## src/rtl/mips_trace_buf.sv

```systemverilog
// Instruction-trace capture buffer for the multicycle MIPS core: records one {PC, IR}
// pair per IR-load strobe into a FIFO, with optional PC trigger and stop/wrap-on-full.
module mips_trace_buf #(
    parameter int ADDR_W = 32,
    parameter int DATA_W = 32,
    parameter int DEPTH  = 16,
    parameter int WRAP   = 0,
    parameter int DROP_W = 16
) (
    input  logic                     clk,
    input  logic                     rst,
    input  logic [ADDR_W-1:0]        pc_i,
    input  logic [DATA_W-1:0]        ir_i,
    input  logic                     commit_i,
    input  logic                     arm_i,
    input  logic                     trig_en_i,
    input  logic [ADDR_W-1:0]        trig_pc_i,
    input  logic                     clear_i,
    input  logic                     rd_en_i,
    output logic                     rd_valid_o,
    output logic [ADDR_W-1:0]        rd_pc_o,
    output logic [DATA_W-1:0]        rd_ir_o,
    output logic [$clog2(DEPTH):0]   count_o,
    output logic                     empty_o,
    output logic                     full_o,
    output logic [DROP_W-1:0]        dropped_o,
    output logic [1:0]               state_o
);

    localparam int PTR_W = $clog2(DEPTH);
    localparam int CNT_W = PTR_W + 1;
    localparam int REC_W = ADDR_W + DATA_W;
    localparam logic [CNT_W-1:0] FULL_CNT = CNT_W'(DEPTH);
    localparam bit WRAP_EN = (WRAP != 0);

    typedef enum logic [1:0] {
        S_IDLE = 2'd0,
        S_WAIT = 2'd1,
        S_CAPT = 2'd2,
        S_STOP = 2'd3
    } state_t;

    state_t              state_p0;
    state_t              state_nxt;
    logic [PTR_W-1:0]    wr_ptr_p0;
    logic [PTR_W-1:0]    rd_ptr_p0;
    logic [CNT_W-1:0]    count_p0;
    logic [CNT_W-1:0]    count_nxt;
    logic                empty_p0;
    logic                full_p0;
    logic [DROP_W-1:0]   dropped_p0;
    logic [REC_W-1:0]    mem [DEPTH];

    logic                vld_p1;
    logic [ADDR_W-1:0]   rd_pc_p1;
    logic [DATA_W-1:0]   rd_ir_p1;

    logic                trig_hit;
    logic                cap_commit;
    logic                pop;
    logic                drop;
    logic                overwrite;
    logic                wr_en;
    logic                flush;

    function automatic logic [DROP_W-1:0] sat_inc(input logic [DROP_W-1:0] v);
        return (&v) ? v : v + 1'b1;
    endfunction

    assign flush      = rst || clear_i;
    assign trig_hit   = commit_i && (pc_i == trig_pc_i);
    assign pop        = rd_en_i && !empty_p0;
    // The triggering instruction itself is captured, so WAIT_TRIG behaves like CAPTURE on a hit.
    assign cap_commit = (commit_i && (state_p0 == S_CAPT)) ||
                        ((state_p0 == S_WAIT) && trig_hit);
    // A same-cycle pop frees the slot, so a commit at full is only a loss without one.
    assign drop       = cap_commit && full_p0 && !pop;
    assign overwrite  = drop && WRAP_EN;
    assign wr_en      = cap_commit && (!drop || WRAP_EN);

    always_comb begin
        state_nxt = state_p0;
        case (state_p0)
            S_IDLE, S_STOP: begin
                if (arm_i) state_nxt = trig_en_i ? S_WAIT : S_CAPT;
            end
            S_WAIT: begin
                if (trig_hit) state_nxt = (drop && !WRAP_EN) ? S_STOP : S_CAPT;
            end
            S_CAPT: begin
                if (drop && !WRAP_EN) state_nxt = S_STOP;
            end
            default: state_nxt = S_IDLE;
        endcase
    end

    always_comb begin
        count_nxt = count_p0;
        if (wr_en && !pop && !overwrite)
            count_nxt = count_p0 + 1'b1;
        else if (pop && !wr_en)
            count_nxt = count_p0 - 1'b1;
    end

    // p0: capture control, pointers and occupancy
    always_ff @(posedge clk) begin
        if (flush) begin
            state_p0   <= S_IDLE;
            wr_ptr_p0  <= '0;
            rd_ptr_p0  <= '0;
            count_p0   <= '0;
            empty_p0   <= 1'b1;
            full_p0    <= 1'b0;
            dropped_p0 <= '0;
        end else begin
            state_p0 <= state_nxt;
            if (wr_en)
                wr_ptr_p0 <= wr_ptr_p0 + 1'b1;
            if (pop || overwrite)
                rd_ptr_p0 <= rd_ptr_p0 + 1'b1;
            count_p0 <= count_nxt;
            empty_p0 <= (count_nxt == '0);
            full_p0  <= (count_nxt == FULL_CNT);
            if (drop)
                dropped_p0 <= sat_inc(dropped_p0);
        end
    end

    always_ff @(posedge clk) begin
        if (wr_en && !flush)
            mem[wr_ptr_p0] <= {pc_i, ir_i};
    end

    // p1: registered read-out; a pop at full alongside a write reads the pre-write oldest record
    always_ff @(posedge clk) begin
        if (flush) begin
            vld_p1   <= 1'b0;
            rd_pc_p1 <= '0;
            rd_ir_p1 <= '0;
        end else begin
            vld_p1 <= pop;
            if (pop)
                {rd_pc_p1, rd_ir_p1} <= mem[rd_ptr_p0];
        end
    end

    assign rd_valid_o = vld_p1;
    assign rd_pc_o    = rd_pc_p1;
    assign rd_ir_o    = rd_ir_p1;
    assign count_o    = count_p0;
    assign empty_o    = empty_p0;
    assign full_o     = full_p0;
    assign dropped_o  = dropped_p0;
    assign state_o    = state_p0;

endmodule
```

## config.mk

```make
export PLATFORM = sky130hd
export DESIGN_NAME = mips_trace_buf
export DESIGN_NICKNAME = d
export VERILOG_FILES = /design/src/rtl/mips_trace_buf.sv
export SDC_FILE = /design/constraint.sdc
export NUM_CORES = 1
export LEC_CHECK = 0
export CAP_MARGIN = 10
export CORE_MARGIN = 1.5
export CORE_UTILIZATION = 30
export CTS_CLUSTER_SIZE = 25
export DETAILED_ROUTE_END_ITERATION = 8
export GPL_TIMING_DRIVEN = 1
export PLACE_DENSITY = 0.41
export REMOVE_ABC_BUFFERS = 1
export SYNTH_ARGS = -nofsm -noshare
export SYNTH_HDL_FRONTEND = slang
export SYNTH_SLANG_ARGS = --single-unit
```

## constraint.sdc

```tcl
create_clock -name clk -period 10.9 [get_ports clk]
set_input_delay 2.18 -clock clk [delete_from_list [all_inputs] [get_ports clk]]
set_output_delay 2.18 -clock clk [all_outputs]
set_load 0.005 [all_outputs]
```

Word-level counts from Yosys, hierarchy flattened --
Memory sizes are Yosys's and may differ from the RTL's. A register that Yosys moved wholly into a read port is not among the register bits. Index checks and enable logic that the tools add are counted.
Operators by class: add/subtract/negate cells 5, eq/ne operators 8, multiplexer cells 10, bitwise operators 1, reduce and logical (&&, ||, !) cells 23
Operators with widths (number):
- equality test 32 bit | 1
- adder 16 x 1 -> 16 bit, second input constant | 1
- AND reduction 16 bit | 1
- logical AND 1 bit | 10
- two-way mux 5 bit | 2
- adder 4 x 1 -> 4 bit, second input constant | 2
- two-way mux 2 bit | 4
- inequality test 2 bit, second input constant | 3
- one-hot mux 2 bit (3 select lines) | 1
- adder 5 x 1 -> 5 bit, second input constant | 1
- equality test 5 bit, second input constant | 1
- logical NOT 1 bit | 5
- logical NOT 5 bit | 1
- subtractor 5 x 1 -> 5 bit, second input constant | 1
- equality test 2 bit, second input constant | 2
- two-way mux 1 bit | 3
- AND reduction 3 bit | 1
- equality test 2 x 1 -> 1 bit, second input constant | 1
- logical NOT 2 bit | 1
- logical OR 1 bit | 2
- AND reduction 2 bit | 1
- OR reduction 2 bit | 1
- inverter 1 bit | 1
Storage, ports and cells: flip-flop bits (word level) 34, RAM bits 1024, input port bits 103, logic and storage cells 56, memories kept 1
Memories:
- mem | depth 16, width 64, rd ports 1, clocked after Yosys merged registers in 1, write ports 1, RTL line 52 | logic [REC_W-1:0] mem [DEPTH];

Longest topological paths before layout --
Gate-level depths: netlist of the first run.
depth after elaboration 13, mapped depth 10, gate-level depth less buffers 9

Worst setup path before layout of the first run --
OpenSTA, ideal clock, no wires.
path kind input-to-reg, from input port trig_pc_i[4], to memory mem[4][0] (netlist bit) (enable), setup time 0.487 ns, arrival 6.172 ns, slack 4.241 ns, stages on the path 7, cells stage by stage xnor2_1 nand2_1 nor4_2 nand4_1 a21oi_1 nand4_1 nor2_1
Between the ends: cells in the longest elaborated chain, start to end 11
RTL lines:
- start: declaration | RTL line 17 | input logic [ADDR_W-1:0] trig_pc_i,
- equality test 32 bit * | RTL line 71 | assign trig_hit = commit_i && (pc_i == trig_pc_i);
- logical AND 1 bit * | RTL line 71
- logical AND 1 bit * | RTL line 75 | ((state_p0 == S_WAIT) && trig_hit);
- logical OR 1 bit * | RTL line 74 | assign cap_commit = (commit_i && (state_p0 == S_CAPT)) ||
- logical AND 1 bit (2 in a row) | RTL line 77 | assign drop = cap_commit && full_p0 && !pop;
- logical NOT 1 bit | RTL line 79 | assign wr_en = cap_commit && (!drop || WRAP_EN);
- logical AND 1 bit * | RTL line 79
- logical AND 1 bit * | RTL line 130 | if (wr_en && !flush)
- two-way mux 1 bit * | RTL line 130
- two-way mux 1 bit (implied by the code) * | RTL line 131 | mem[wr_ptr_p0] <= {pc_i, ir_i};
- end: declaration | RTL line 52
Every way passes the cells marked *; elsewhere a longest branch is shown, timed or not.

Worst setup path after layout of the first run --
from input port pc_i[5], to memory mem[11][11] (netlist bit) (enable)
Between the ends: cells in the longest elaborated chain, start to end 11
RTL lines:
- start: declaration | RTL line 12 | input logic [ADDR_W-1:0] pc_i,
- equality test 32 bit * | RTL line 71
- logical AND 1 bit * | RTL line 71
- logical AND 1 bit * | RTL line 75
- logical OR 1 bit * | RTL line 74
- logical AND 1 bit (2 in a row) | RTL line 77
- logical NOT 1 bit | RTL line 79
- logical AND 1 bit * | RTL line 79
- logical AND 1 bit * | RTL line 130
- two-way mux 1 bit * | RTL line 130
- two-way mux 1 bit (implied by the code) * | RTL line 131
Marks and branches as above.

==> results of run 1 <==
-- cell type report --
type | instances | share of cell area
sequential | 1122 | 0.635
timing repair buffer | 225 | 0.0426
inverter | 15 | 0.00109
clock buffer | 172 | 0.0704
clock inverter | 70 | 0.0147
multi-input combinational | 758 | 0.190
tap | 1890 | 0.0459
antenna | 5 | 0.000243
-- layout by cell type (no fill, tap or decap), types with 10 or more instances in the layout --
cell,n
clkinv_2,23
mux4_2,320
nand2b_1,14
clkinv_1,18
ha_1,10
nand2_1,152
buf_4,31
clkbuf_16,135
xnor2_1,42
edfxtp_1,1024
dfxtp_1,94
inv_1,15
clkbuf_1,26
nand4_1,18
nor2_1,32
bufinv_16,14
a21oi_1,73
clkdlybuf4s50_1,192
and2_4,12
clkbuf_8,11
-- routing by layer --
metal | up-vias | GRT usage
met5 | - | 0
met4 | 6 | 0.0518
met3 | 172 | 0.0330
met2 | 489 | 0.262
met1 | 11200 | 0.217
li1 | 8795 | -
-- kinds of logic (layout without fill, tap and decap cells) --
group	Yosys count	in the layout	share of synthesized area
adder cells (fa/ha/maj)	10	10	0.00292
XOR/XNOR	48	48	0.00981
flip-flops	1122	1122	0.763
buffers and inverters	116	482	0.0110
other	0	5	0
AND/OR/NAND/NOR	287	287	0.0327
AO/OA/AOI/OAI	90	90	0.0117
multiplexers	323	323	0.169
-- per-stage QoR --
stage	power, W	instance area [um^2]	instances
2_1_floorplan	0.00488	42500	1895
5_1_grt	0.00969	51500	4254
3_5_place_dp	0.00502	47100	4010
4_1_cts	0.00952	51500	4252
3_3_place_gp	0.00502	47100	4010
6_report	0.00938	51500	4257
-- worst max-delay path: stages --
cell and delay [ps]:
clkdlybuf4s50_1 700, xnor2_1 930, nand4_1 250, nor3_1 810, nand4_1 300, nand2_2 270, nand2_1 150, nor4_1 550
and2_4 900, buf_4 590
-- report_power, final --
part | switching, W | internal, W
Sequential | 0.00000567 | 0.00470
Clock | 0.00177 | 0.00268
Combinational | 0.000140 | 0.0000827
-- sequential cells by signal, summed over array words and instances (netlist names) --
register and count:
empty_o 1, count_o 5, rd_ir_o 32, rd_valid_o 1
mem 1024, state_o 2, rd_pc_o 32, dropped_o 16
rd_ptr_p0 4, full_o 1, wr_ptr_p0 4
-- worst max-delay path by stage --
stage                              endpoint                 startpoint
global route           mem[6][36]$_DFFE_PP_                    pc_i[5]
floorplan           rd_ir_o[0]$_SDFFE_PP0P_  rd_ptr_p0[0]$_SDFFE_PP0P_
global placement       mem[6][59]$_DFFE_PP_                    pc_i[5]
finish                mem[11][11]$_DFFE_PP_                    pc_i[5]
CTS                    mem[6][59]$_DFFE_PP_                    pc_i[5]
detailed placement     mem[6][59]$_DFFE_PP_                    pc_i[5]
==> results.sh, run 1 <==
export IMPL_status="completed"
export IMPL_ys_seq_elements=1122
export IMPL_timing_rr_end="mem[11][11]$_DFFE_PP_"
export IMPL_synthArstFlopShare=0
export IMPL_setup_violations=0
export IMPL_whs_endpoint="rd_pc_o[2]$_SDFFE_PP0P_"
export IMPL_vdd_drop_max_uv=111
export IMPL_synth_cells=1996
export IMPL_fin_crit_sh=0.673
export IMPL_die_w_um=381
export IMPL_multi_input_area_um2=9760
export IMPL_worstHoldStart="rd_pc_o[2]$_SDFFE_PP0P_"
export IMPL_n_fill_cell=13000
export IMPL_die_area_um2=145000
export IMPL_cts_root_buf="clkbuf_16"
export IMPL_period_needed_ps=7340
export IMPL_synth_top_cell_area_share=0.717
export IMPL_wl_met3_um=5410
export IMPL_netlist_area_um2=42900
export IMPL_grt_overflow_total=0
export IMPL_cts_path_max_buffers=3
export IMPL_finalClockSkew_ps=24.7
export IMPL_die_h_um=381
export IMPL_crit_path_end_kind="flop"
export IMPL_drc_errors=0
export IMPL_leakage_nw=15.3
export IMPL_dr_pass1_iters=6
export IMPL_final_nets=2366
export IMPL_synth_flop_cell="edfxtp_1"
export IMPL_worst_slack_ps=3560
export IMPL_syn2layout_area_growth_pct=20.1
export IMPL_crit_type="input port to flop"
export IMPL_gp_congestion=0.727
export IMPL_cts_sinks=1122
export IMPL_rsz0062_at_grt="no"
export IMPL_tns_ps=0
export IMPL_final_core_util=0.363
export IMPL_synth_edf_count=1024
export IMPL_power_density_nw_per_um2=182
export IMPL_drtAntennaViolNets=0
export IMPL_holdBufCountCts=0
export IMPL_via_per_inst=4.85
export IMPL_wl_met2_um=56500
export IMPL_seq_area_um2=32700
export IMPL_avgRoutedWirePerCell_um=27.3
export IMPL_synth_common_cells="edfxtp_1 (1024), mux4_2 (320), nand2_1 (152)"
export IMPL_cp_required_ps=11270
export IMPL_drt_met1_wl_um=51400
export IMPL_startpoint_type="input port"
export IMPL_layout_drive_gt1_share=0.249
export IMPL_grtUsageTotal=0.161
export IMPL_hold_class="flop to flop"
export IMPL_rows=138
export IMPL_grt_pass1_vias=22300
export IMPL_relSlewSlack=0.272
export IMPL_synth_top_area_cell="edfxtp_1"
export IMPL_worstSkewPairLatency_ps=750
export IMPL_ys_seq_area_frac=0.763
export IMPL_worst_hold_slack_ps=453
export IMPL_max_freq_ghz=0.136
export IMPL_crit_fanout=39
export IMPL_ys_warn_count=0
export IMPL_numCtsBuffers=131
export IMPL_cts_tree="built"
export IMPL_coreArea_um2=142000
export IMPL_min_path_cells=2
export IMPL_place_hpwl_um=64500
export IMPL_reg2reg_depth=9
export IMPL_postCtsSetupRepairBufs=0
export IMPL_avgSynthCellArea_um2=21.5
export IMPL_drt_wl_total_um=116000
export IMPL_grt_max_degree=145
export IMPL_ctsResizeCount=0
export IMPL_synth_most_common_cell="edfxtp_1"
export IMPL_pre_cts_ws_ps=2840
export IMPL_antenna_found_initial=13
export IMPL_drt_initial_drc_count=1351
export IMPL_synth_cell_types=46
export IMPL_drv_slew=0
export IMPL_finalHoldViolCount=0
export IMPL_worstMarginPinSlew_ps=1090
export IMPL_grt_first_pass_wirelength_um=166000
export IMPL_r2r_setup_slack_ps=6310
export IMPL_cts_htree_levels=4
export IMPL_drv_cap=0
export IMPL_vias=20600
export IMPL_top_layer="met5"
export IMPL_start_util=0.302
export IMPL_crit_arrival_ps=7710
export IMPL_synthTopCellsByArea="edfxtp_1 (72%), mux4_2 (17%), dfxtp_1 (4.6%), nand2_1 (1.3%), xnor2_1 (0.86%)"
export IMPL_portBuffers=192
export IMPL_clk_pin_slew_ps=60
export IMPL_io_pins=193
export IMPL_rr_startpoint="state_o[0]$_SDFFE_PP0P_"
Power figures use the tool's default switching activity.
==> run 2: changes to the inputs <==
- clock period: 10.9 -> 7.1 ns (I/O delays scaled with it)
==> results.sh, run 2 (same netlist as run 1, synthesis figures left out) <==
export IMPL_vias=20700
export IMPL_startpoint_type="input port"
export IMPL_ctsResizeCount=0
export IMPL_fin_crit_sh=0.784
export IMPL_rows=138
export IMPL_drtAntennaViolNets=0
export IMPL_wl_met2_um=56400
export IMPL_grt_overflow_total=0
export IMPL_crit_path_end_kind="flop"
export IMPL_worstSkewPairLatency_ps=760
export IMPL_largest_reg_flops=1024
export IMPL_finalClockSkew_ps=28.3
export IMPL_relSlewSlack=0.198
export IMPL_status="completed"
export IMPL_gp_congestion=0.741
export IMPL_drv_slew=0
export IMPL_layout_commonest_cell="edfxtp_1"
export IMPL_wl_met3_um=5250
export IMPL_crit_fanout=18
export IMPL_drt_initial_drc_count=1607
export IMPL_coreArea_um2=142000
export IMPL_drt_met1_wl_um=51600
export IMPL_io_pins=193
export IMPL_die_h_um=381
export IMPL_setup_violations=0
export IMPL_layout_drive_gt1_share=0.255
export IMPL_grt_max_degree=120
export IMPL_final_nets=2407
export IMPL_cts_tree="built"
export IMPL_cts_path_max_buffers=3
export IMPL_drc_errors=0
export IMPL_cts_root_buf="clkbuf_16"
export IMPL_hold_class="flop to flop"
export IMPL_vdd_drop_max_uv=185
export IMPL_rsz0062_at_grt="no"
export IMPL_worstMarginPinSlew_ps=1200
export IMPL_crit_arrival_ps=6020
export IMPL_avgRoutedWirePerCell_um=27.0
export IMPL_drv_cap=0
export IMPL_portBuffers=192
export IMPL_crit_type="input port to flop"
export IMPL_n_antenna_cell=0
export IMPL_period_needed_ps=5570
export IMPL_antenna_found_initial=9
export IMPL_via_per_inst=4.82
export IMPL_cts_htree_levels=4
export IMPL_place_hpwl_um=68900
export IMPL_syn2layout_area_growth_pct=21.3
export IMPL_largest_register="mem"
export IMPL_n_fill_cell=12900
export IMPL_cts_sinks=1122
export IMPL_reg2reg_depth=9
export IMPL_holdBufCountCts=0
export IMPL_postCtsSetupRepairBufs=0
export IMPL_leakage_nw=15.4
export IMPL_fin_cells=4290
export IMPL_power_density_nw_per_um2=272
export IMPL_most_common_layout_cells="edfxtp_1 (1024), mux4_2 (320), clkdlybuf4s50_1 (192)"
export IMPL_dp_cells=4050
export IMPL_numCtsBuffers=132
export IMPL_die_w_um=381
export IMPL_cp_required_ps=7550
export IMPL_finalHoldViolCount=0
export IMPL_grt_pass1_vias=22300
export IMPL_min_path_cells=2
export IMPL_dr_pass1_iters=5
export IMPL_drt_wl_total_um=116000
export IMPL_start_util=0.302
export IMPL_die_area_um2=145000
export IMPL_grtUsageTotal=0.161
export IMPL_max_freq_ghz=0.180
export IMPL_grt_first_pass_wirelength_um=166000
export IMPL_top_layer="met5"
export IMPL_clk_pin_slew_ps=60
export IMPL_tns_ps=0
## run 2: changes by cell type in the layout (fill, tap and decap cells not counted), moves of 5 or more
cell       delta
buf_12       +33
clkinv_1     +13
bufinv_16     -6
buf_4         +7
diode_2       -5
clkbuf_8     -10
## run 2: power breakdown
| part | leakage, nW | switching [W] | internal (W) | total [W] |
|---|---|---|---|---|
| registers | 9.99 | 0.00000872 | 0.00721 | 0.00722 |
| logic | 3.40 | 0.000222 | 0.000134 | 0.000356 |
| clock network | 2.05 | 0.00269 | 0.00388 | 0.00657 |
| total | 15.4 | 0.00292 | 0.0112 | 0.0141 |
## run 2: path summary, 6_finish.rpt
| path | slack (ps) | endpoint | startpoint |
|---|---|---|---|
| max | 1530 | mem[10][32]$_DFFE_PP_ | pc_i[5] |
| min | 450 | rd_pc_o[28]$_SDFFE_PP0P_ | rd_pc_o[28]$_SDFFE_PP0P_ |
| max reg2reg | 3310 | mem[10][32]$_DFFE_PP_ | state_o[0]$_SDFFE_PP0P_ |
| min reg2reg | 450 | rd_pc_o[28]$_SDFFE_PP0P_ | rd_pc_o[28]$_SDFFE_PP0P_ |
## run 2: cell type report
class                      instances  area, um^2  share of cell area
clock inverter                    71         599              0.0115
multi-input combinational        758        9760               0.188
timing repair buffer             265        2910              0.0559
clock buffer                     169        3600              0.0692
inverter                          15        56.3             0.00108
tap                             1890        2360              0.0455
sequential                      1122       32700               0.629
## run 2: stage by stage
| stage | total power [W] | setup slack (ps) | hold slack [ps] | util | area [um^2] |
|---|---|---|---|---|---|
| floorplan | 0.00750 | -4860 | 453 | - | 42500 |
| global placement | 0.00772 | 822 | 443 | 0.337 | 47800 |
| detailed placement | 0.00773 | 719 | 446 | 0.337 | 47800 |
| CTS | 0.0144 | 1530 | 453 | 0.367 | 52000 |
| global route | 0.0146 | 1250 | 468 | 0.367 | 52000 |
| finish | 0.0141 | 1530 | 452 | 0.367 | 52000 |
## run 2: critical path, stage by stage
cell and delay [ps]:
clkdlybuf4s50_1 680, xnor2_1 750, nand4_1 170, nor3_1 710
buf_4 240, nand4_1 160, nand2_2 240, nand2_1 140
nor4_1 680, and2_4 540, buf_12 240
## run 2: routing by layer
metal  global-route usage  vias up
li1                     -     8864
met5                    0        -
met1                0.220    11200
met2                0.262      528
met3               0.0307      141
met4               0.0452        4
